### config.mk
export PLATFORM = sky130hd
export DESIGN_NAME = box_draw_engine
export DESIGN_NICKNAME = d
export VERILOG_FILES = /design/src/rtl/box_draw_engine.sv
export SDC_FILE = /design/constraint.sdc
export NUM_CORES = 1
export LEC_CHECK = 0
export ABC_AREA = 1
export CORE_UTILIZATION = 50
export CTS_BUF_LIST = sky130_fd_sc_hd__clkbuf_2 sky130_fd_sc_hd__clkbuf_4 sky130_fd_sc_hd__clkbuf_8
export CTS_CLUSTER_SIZE = 40
export DETAILED_ROUTE_END_ITERATION = 7
export GPL_TIMING_DRIVEN = 0
export PLACE_DENSITY = 0.74
export RECOVER_POWER = 50
export SYNTH_ARGS = -nofsm -noshare
export SYNTH_HDL_FRONTEND = slang
export SYNTH_SLANG_ARGS = --single-unit
### constraint.sdc
create_clock -name clk -period 8.15 [get_ports clk]
set_clock_uncertainty 0.2 [all_clocks]
set_input_delay 2.445 -clock clk [delete_from_list [all_inputs] [get_ports clk]]
set_output_delay 2.445 -clock clk [all_outputs]
set_load 0.005 [all_outputs]
### src/rtl/box_draw_engine.sv
// Box pixel-stream generator for vga_adapter: erases the previous box in the
// background colour, then draws the new box, one pixel per clock.
module box_draw_engine #(
  parameter int         BOX_W     = 4,
  parameter int         BOX_H     = 4,
  parameter int         X_MAX     = 159,
  parameter int         Y_MAX     = 119,
  parameter logic [2:0] BG_COLOUR = 3'b000
) (
  input  logic       clk,
  input  logic       resetn,
  input  logic       start,
  input  logic [7:0] x_in,
  input  logic [6:0] y_in,
  input  logic [2:0] colour_in,
  output logic       ready,
  output logic       done,
  output logic [7:0] x_out,
  output logic [6:0] y_out,
  output logic [2:0] colour_out,
  output logic       plot
);

  typedef enum logic [1:0] {
    IDLE  = 2'd0,
    ERASE = 2'd1,
    DRAW  = 2'd2,
    DONE  = 2'd3
  } state_t;

  state_t     state_r, state_s;
  logic       have_prev_r, have_prev_s;
  logic [4:0] cx_r, cx_s, cy_r, cy_s;
  logic [7:0] new_x_r, new_x_s, old_x_r, old_x_s;
  logic [6:0] new_y_r, new_y_s, old_y_r, old_y_s;
  logic [2:0] new_col_r, new_col_s;

  logic       ready_s, done_s, plot_s;
  logic [7:0] x_out_s, base_x_s;
  logic [6:0] y_out_s, base_y_s;
  logic [2:0] colour_s;
  logic [8:0] sum_x_s;
  logic [7:0] sum_y_s;

  // Next-state logic: request capture and raster scan counters
  always_comb begin
    state_s     = state_r;
    have_prev_s = have_prev_r;
    cx_s        = cx_r;
    cy_s        = cy_r;
    new_x_s     = new_x_r;
    new_y_s     = new_y_r;
    new_col_s   = new_col_r;
    old_x_s     = old_x_r;
    old_y_s     = old_y_r;
    case (state_r)
      IDLE: begin
        if (start) begin
          new_x_s   = x_in;
          new_y_s   = y_in;
          new_col_s = colour_in;
          cx_s      = 5'd0;
          cy_s      = 5'd0;
          state_s   = have_prev_r ? ERASE : DRAW;
        end else begin
          state_s = IDLE;
        end
      end
      ERASE, DRAW: begin
        if (cx_r == 5'(BOX_W - 1)) begin
          cx_s = 5'd0;
          if (cy_r == 5'(BOX_H - 1)) begin
            cy_s = 5'd0;
            if (state_r == ERASE) begin
              state_s = DRAW;
            end else begin
              // New box becomes the one to erase on the next request
              state_s     = DONE;
              old_x_s     = new_x_r;
              old_y_s     = new_y_r;
              have_prev_s = 1'b1;
            end
          end else begin
            cy_s = cy_r + 5'd1;
          end
        end else begin
          cx_s = cx_r + 5'd1;
        end
      end
      DONE:    state_s = IDLE;
      default: state_s = IDLE;
    endcase
  end

  // Output decode from next-state values so the outputs themselves are registers
  always_comb begin
    base_x_s = (state_s == ERASE) ? old_x_s : new_x_s;
    base_y_s = (state_s == ERASE) ? old_y_s : new_y_s;
    sum_x_s  = {1'b0, base_x_s} + {4'b0000, cx_s};
    sum_y_s  = {1'b0, base_y_s} + {3'b000, cy_s};
    ready_s  = 1'b0;
    done_s   = 1'b0;
    plot_s   = 1'b0;
    x_out_s  = 8'd0;
    y_out_s  = 7'd0;
    colour_s = 3'b000;
    case (state_s)
      IDLE: ready_s = 1'b1;
      DONE: done_s  = 1'b1;
      ERASE, DRAW: begin
        x_out_s  = sum_x_s[7:0];
        y_out_s  = sum_y_s[6:0];
        colour_s = (state_s == ERASE) ? BG_COLOUR : new_col_s;
        plot_s   = (sum_x_s <= 9'(X_MAX)) && (sum_y_s <= 8'(Y_MAX));
      end
      default: ready_s = 1'b0;
    endcase
  end

  // State, scan and output registers
  always_ff @(posedge clk or negedge resetn) begin
    if (!resetn) begin
      state_r     <= IDLE;
      have_prev_r <= 1'b0;
      cx_r        <= 5'd0;
      cy_r        <= 5'd0;
      new_x_r     <= 8'd0;
      new_y_r     <= 7'd0;
      new_col_r   <= 3'b000;
      old_x_r     <= 8'd0;
      old_y_r     <= 7'd0;
      ready       <= 1'b1;
      done        <= 1'b0;
      plot        <= 1'b0;
      x_out       <= 8'd0;
      y_out       <= 7'd0;
      colour_out  <= 3'b000;
    end else begin
      state_r     <= state_s;
      have_prev_r <= have_prev_s;
      cx_r        <= cx_s;
      cy_r        <= cy_s;
      new_x_r     <= new_x_s;
      new_y_r     <= new_y_s;
      new_col_r   <= new_col_s;
      old_x_r     <= old_x_s;
      old_y_r     <= old_y_s;
      ready       <= ready_s;
      done        <= done_s;
      plot        <= plot_s;
      x_out       <= x_out_s;
      y_out       <= y_out_s;
      colour_out  <= colour_s;
    end
  end

endmodule
==> impl_metrics.tcl <==
set metrics [dict create \
    status "complete, but fails checks" \
    violations "capacitance limit, slew limit" \
    swShare_pct 31.1 \
    r2r_start "cx_r[0]$_DFF_PN0_" \
    rsz0062_at_grt "false" \
    clock_path_buffers 2 \
    synthArstFlopShare_pct 100 \
    clk-insertion-delay-late_ns 0.34 \
    fin_total_pwr_mw 0.972 \
    hpwl_um 5660 \
    synth_edf_count 0 \
    seq_area_frac_synth_pct 46.9 \
    drv_slew 68 \
    ir_worst_vdd_mv 0.122 \
    p_comb_share_pct 28.3 \
    grt_pass1_wl_um 13700 \
    core_area_mm2 0.00687 \
    synth-compound-area-share_pct 11.9 \
    grt_pass1_vias 3041 \
    regToRegSetupSlack_ns 3.34 \
    endpoint_kind "register" \
    switchingPower_mw 0.302 \
    port_buffers 41 \
    antenna_found_initial 0 \
    clockRootBuffer "clkbuf_8" \
    seqPwrFrac_pct 41.0 \
    startpoint_type "input port" \
    tightest_slew_ns 3.54 \
    synth-simple-area-share_pct 23.1 \
    timing.final.ws_setup_ns 1.48 \
    crit_type "input port to register" \
    timing.final.crit_share_pct 81.9 \
    internal_power_mw 0.670 \
    hold_depth 2 \
    post_cts_buffers 0 \
    cts_resized 0 \
    grt_max_degree 68 \
    first_pass_iters 4 \
    routabilityCongestion 0.830 \
    grt_usage_pct 24.0 \
    dieHeight_um 86.6 \
    via_per_inst 5.11 \
    drv_cap 1 \
    synth_mux_area_share_pct 0 \
    period_needed_ns 6.67 \
    r2r_end "plot$_DFF_PN0_" \
    cts_max_level 3 \
    regArea_mm2 0.00168 \
    cts_sinks 67 \
    synthAdderAreaFrac_pct 7.42 \
    route.vias.total 2954 \
    synth_xor_area_share_pct 1.22 \
    ios 42 \
    ys_types 43 \
    syn_to_final_growth_pct 19.6 \
    diodes 0 \
    cts_made_buffers 9 \
    fmax_mhz 150 \
    r2r.worst_path.cells 27 \
    floorplan.initialDensity_pct 52.1 \
    ctsHoldBuffers 0 \
    drtIter0Drc 150 \
    startpoint "start" \
    drive_above_1_share_pct 9.13 \
    hold_viol 0 \
    cellPowerDensity_mw_per_mm2 227 \
    wl_per_cell_um 13.8 \
    tns_ns 0 \
    synthesis.area_mm2 0.00358 \
    fin_nets 518 \
    avgSynthCellArea_um2 8.42 \
    cp.arrival_ns 6.71 \
    yosys_register_bits 67 \
    ant_nets 0 \
    num_rows 30 \
    syn_nets 466 \
    globalRouteOverflowTotal 0 \
    cts_tree "yes" \
    die_x_um 86.6 \
    synth_top_family_by_area "simple AND/OR/NAND/NOR gates" \
    min_path_type "register to register" \
    multi_input_area_mm2 0.00154 \
    route.detailed.drc 0 \
    clkTransAtPathRegs_ns 0.07 \
    worstHoldStart "have_prev_r$_DFFE_PN0P_" \
    relSlewSlack_pct -136 \
    num-fill-cells 609 \
    final-setup-viol-count 0 \
    dp_slack_ns 1.16 \
    leakage_nw 2.14 \
    netlist_instances 425 \
    die_area_mm2 0.00750 \
    cp.required_ns 8.18 \
    ys.flop_type "dfrtp_1" \
    clkPwrFrac_pct 30.7 \
    yosysWarnings 0 \
    crit_fanout 10 \
    worstHoldEndpoint "have_prev_r$_DFFE_PN0P_" \
    wl_um 7970 \
]
-- sequential cells by signal, summed over array words and instances (netlist names) --
register     flops
ready            1
new_y_r          7
y_out            7
state_r          2
old_x_r          8
colour_out       3
plot             1
cx_r             5
done             1
new_x_r          8
old_y_r          7
cy_r             5
x_out            8
new_col_r        3
have_prev_r      1
-- final cells by class --
type | count | share of cell area, %
Timing Repair Buffer | 41 | 9.45
Multi-Input combinational cell | 274 | 35.9
Sequential cell | 67 | 39.2
Clock buffer | 10 | 3.07
Inverter | 71 | 6.23
Clock inverter | 6 | 1.87
Tap cell | 96 | 2.81
Buffer | 13 | 1.43
-- kinds of logic after synthesis --
| family | after synthesis |
|---|---|
| compound gates | 78 |
| xor+xnor | 5 |
| fa+ha+maj | 20 |
| buf+inv | 84 |
| flops | 67 |
| simple gates | 171 |
-- power by group through the flow --
stage | clock [mW] | combinational [mW] | sequential (mW)
after floorplan | 0 | 0.166 | 0.405
after global placement | 0 | 0.268 | 0.404
after detailed placement | 0 | 0.274 | 0.405
after CTS | 0.304 | 0.279 | 0.399
after global routing | 0.317 | 0.313 | 0.403
final | 0.299 | 0.275 | 0.398
-- Yosys cell counts, types with 5 or more instances --
master / number / share of area [%]
nand2_1: 87 / 9.1
inv_1: 70 / 7.3
dfrtp_1: 66 / 46
o21ai_0: 49 / 6.9
nor2_1: 28 / 2.9
nand3_1: 20 / 2.8
ha_1: 18 / 6.3
a21oi_1: 15 / 2.1
nand4_1: 9 / 1.6
nand2_2: 6 / 1.0
clkbuf_1: 5 / 0.52
or2_2: 5 / 0.87
-- worst max path at each step --
stage / endpoint / slack (ns) / cells after the start
floorplan: plot$_DFF_PN0_ / 2.43 / 23
global placement: plot$_DFF_PN0_ / 1.17 / 24
detailed placement: plot$_DFF_PN0_ / 1.16 / 24
CTS: plot$_DFF_PN0_ / 1.49 / 24
global route: plot$_DFF_PN0_ / 1.16 / 24
finish: plot$_DFF_PN0_ / 1.48 / 24
-- cells in the final DEF, fill, tap and decap left out, types with 4 or more instances in the layout --
master           Yosys  final
nor2_1              28     30
a21oi_1             15     15
clkinv_2             0      4
nand3_1             20     20
buf_2                4      4
or2_2                5      5
o21ai_0             49     49
dfrtp_1             66     66
clkbuf_8             0      9
clkdlybuf4s50_1      0     40
inv_1               70     70
nand4_1              9      9
nand2_1             87     87
ha_1                18     18
clkbuf_1             5      8
nand2_2              6      6
-- critical path: stages --
cell             delay [ns]
clkdlybuf4s50_1        0.49
nand2_1                0.18
buf_2                  0.27
clkbuf_1               0.27
o22ai_1                0.33
inv_1                  0.10
ha_1                   0.24
buf_2                  0.21
buf_1                  0.27
nand2_1                0.12
o21ai_0                0.10
ha_1                   0.25
fa_1                   0.43
nand3_1                0.09
nand2_1                0.07
nand2_1                0.06
inv_1                  0.05
or2_2                  0.31
nand3_1                0.11
nand2_1                0.08
nand2_1                0.07
nor2_1                 0.04
nor2_1                 0.08
nor2_1                 0.04
-- per-stage QoR --
step                instances  area [µm²]  util [%]  hold WS (ns)
finish                    578        4280      62.3         0.289
global route              578        4280      62.3         0.342
CTS                       578        4320      62.8         0.288
detailed placement        562        4110      59.8         0.273
global placement          562        4110      59.8         0.260
floorplan                 425        3580         -         0.247
-- routing by layer --
metal	vias to the layer above	global-route usage (%)	part of all wire [%]
li1	1466	-	-
met1	1391	29.8	45
met2	79	41.0	49
met3	18	4.19	3.4
met4	0	11.2	2.6
met5	-	0	0
(Power assumes the default switching activity.)
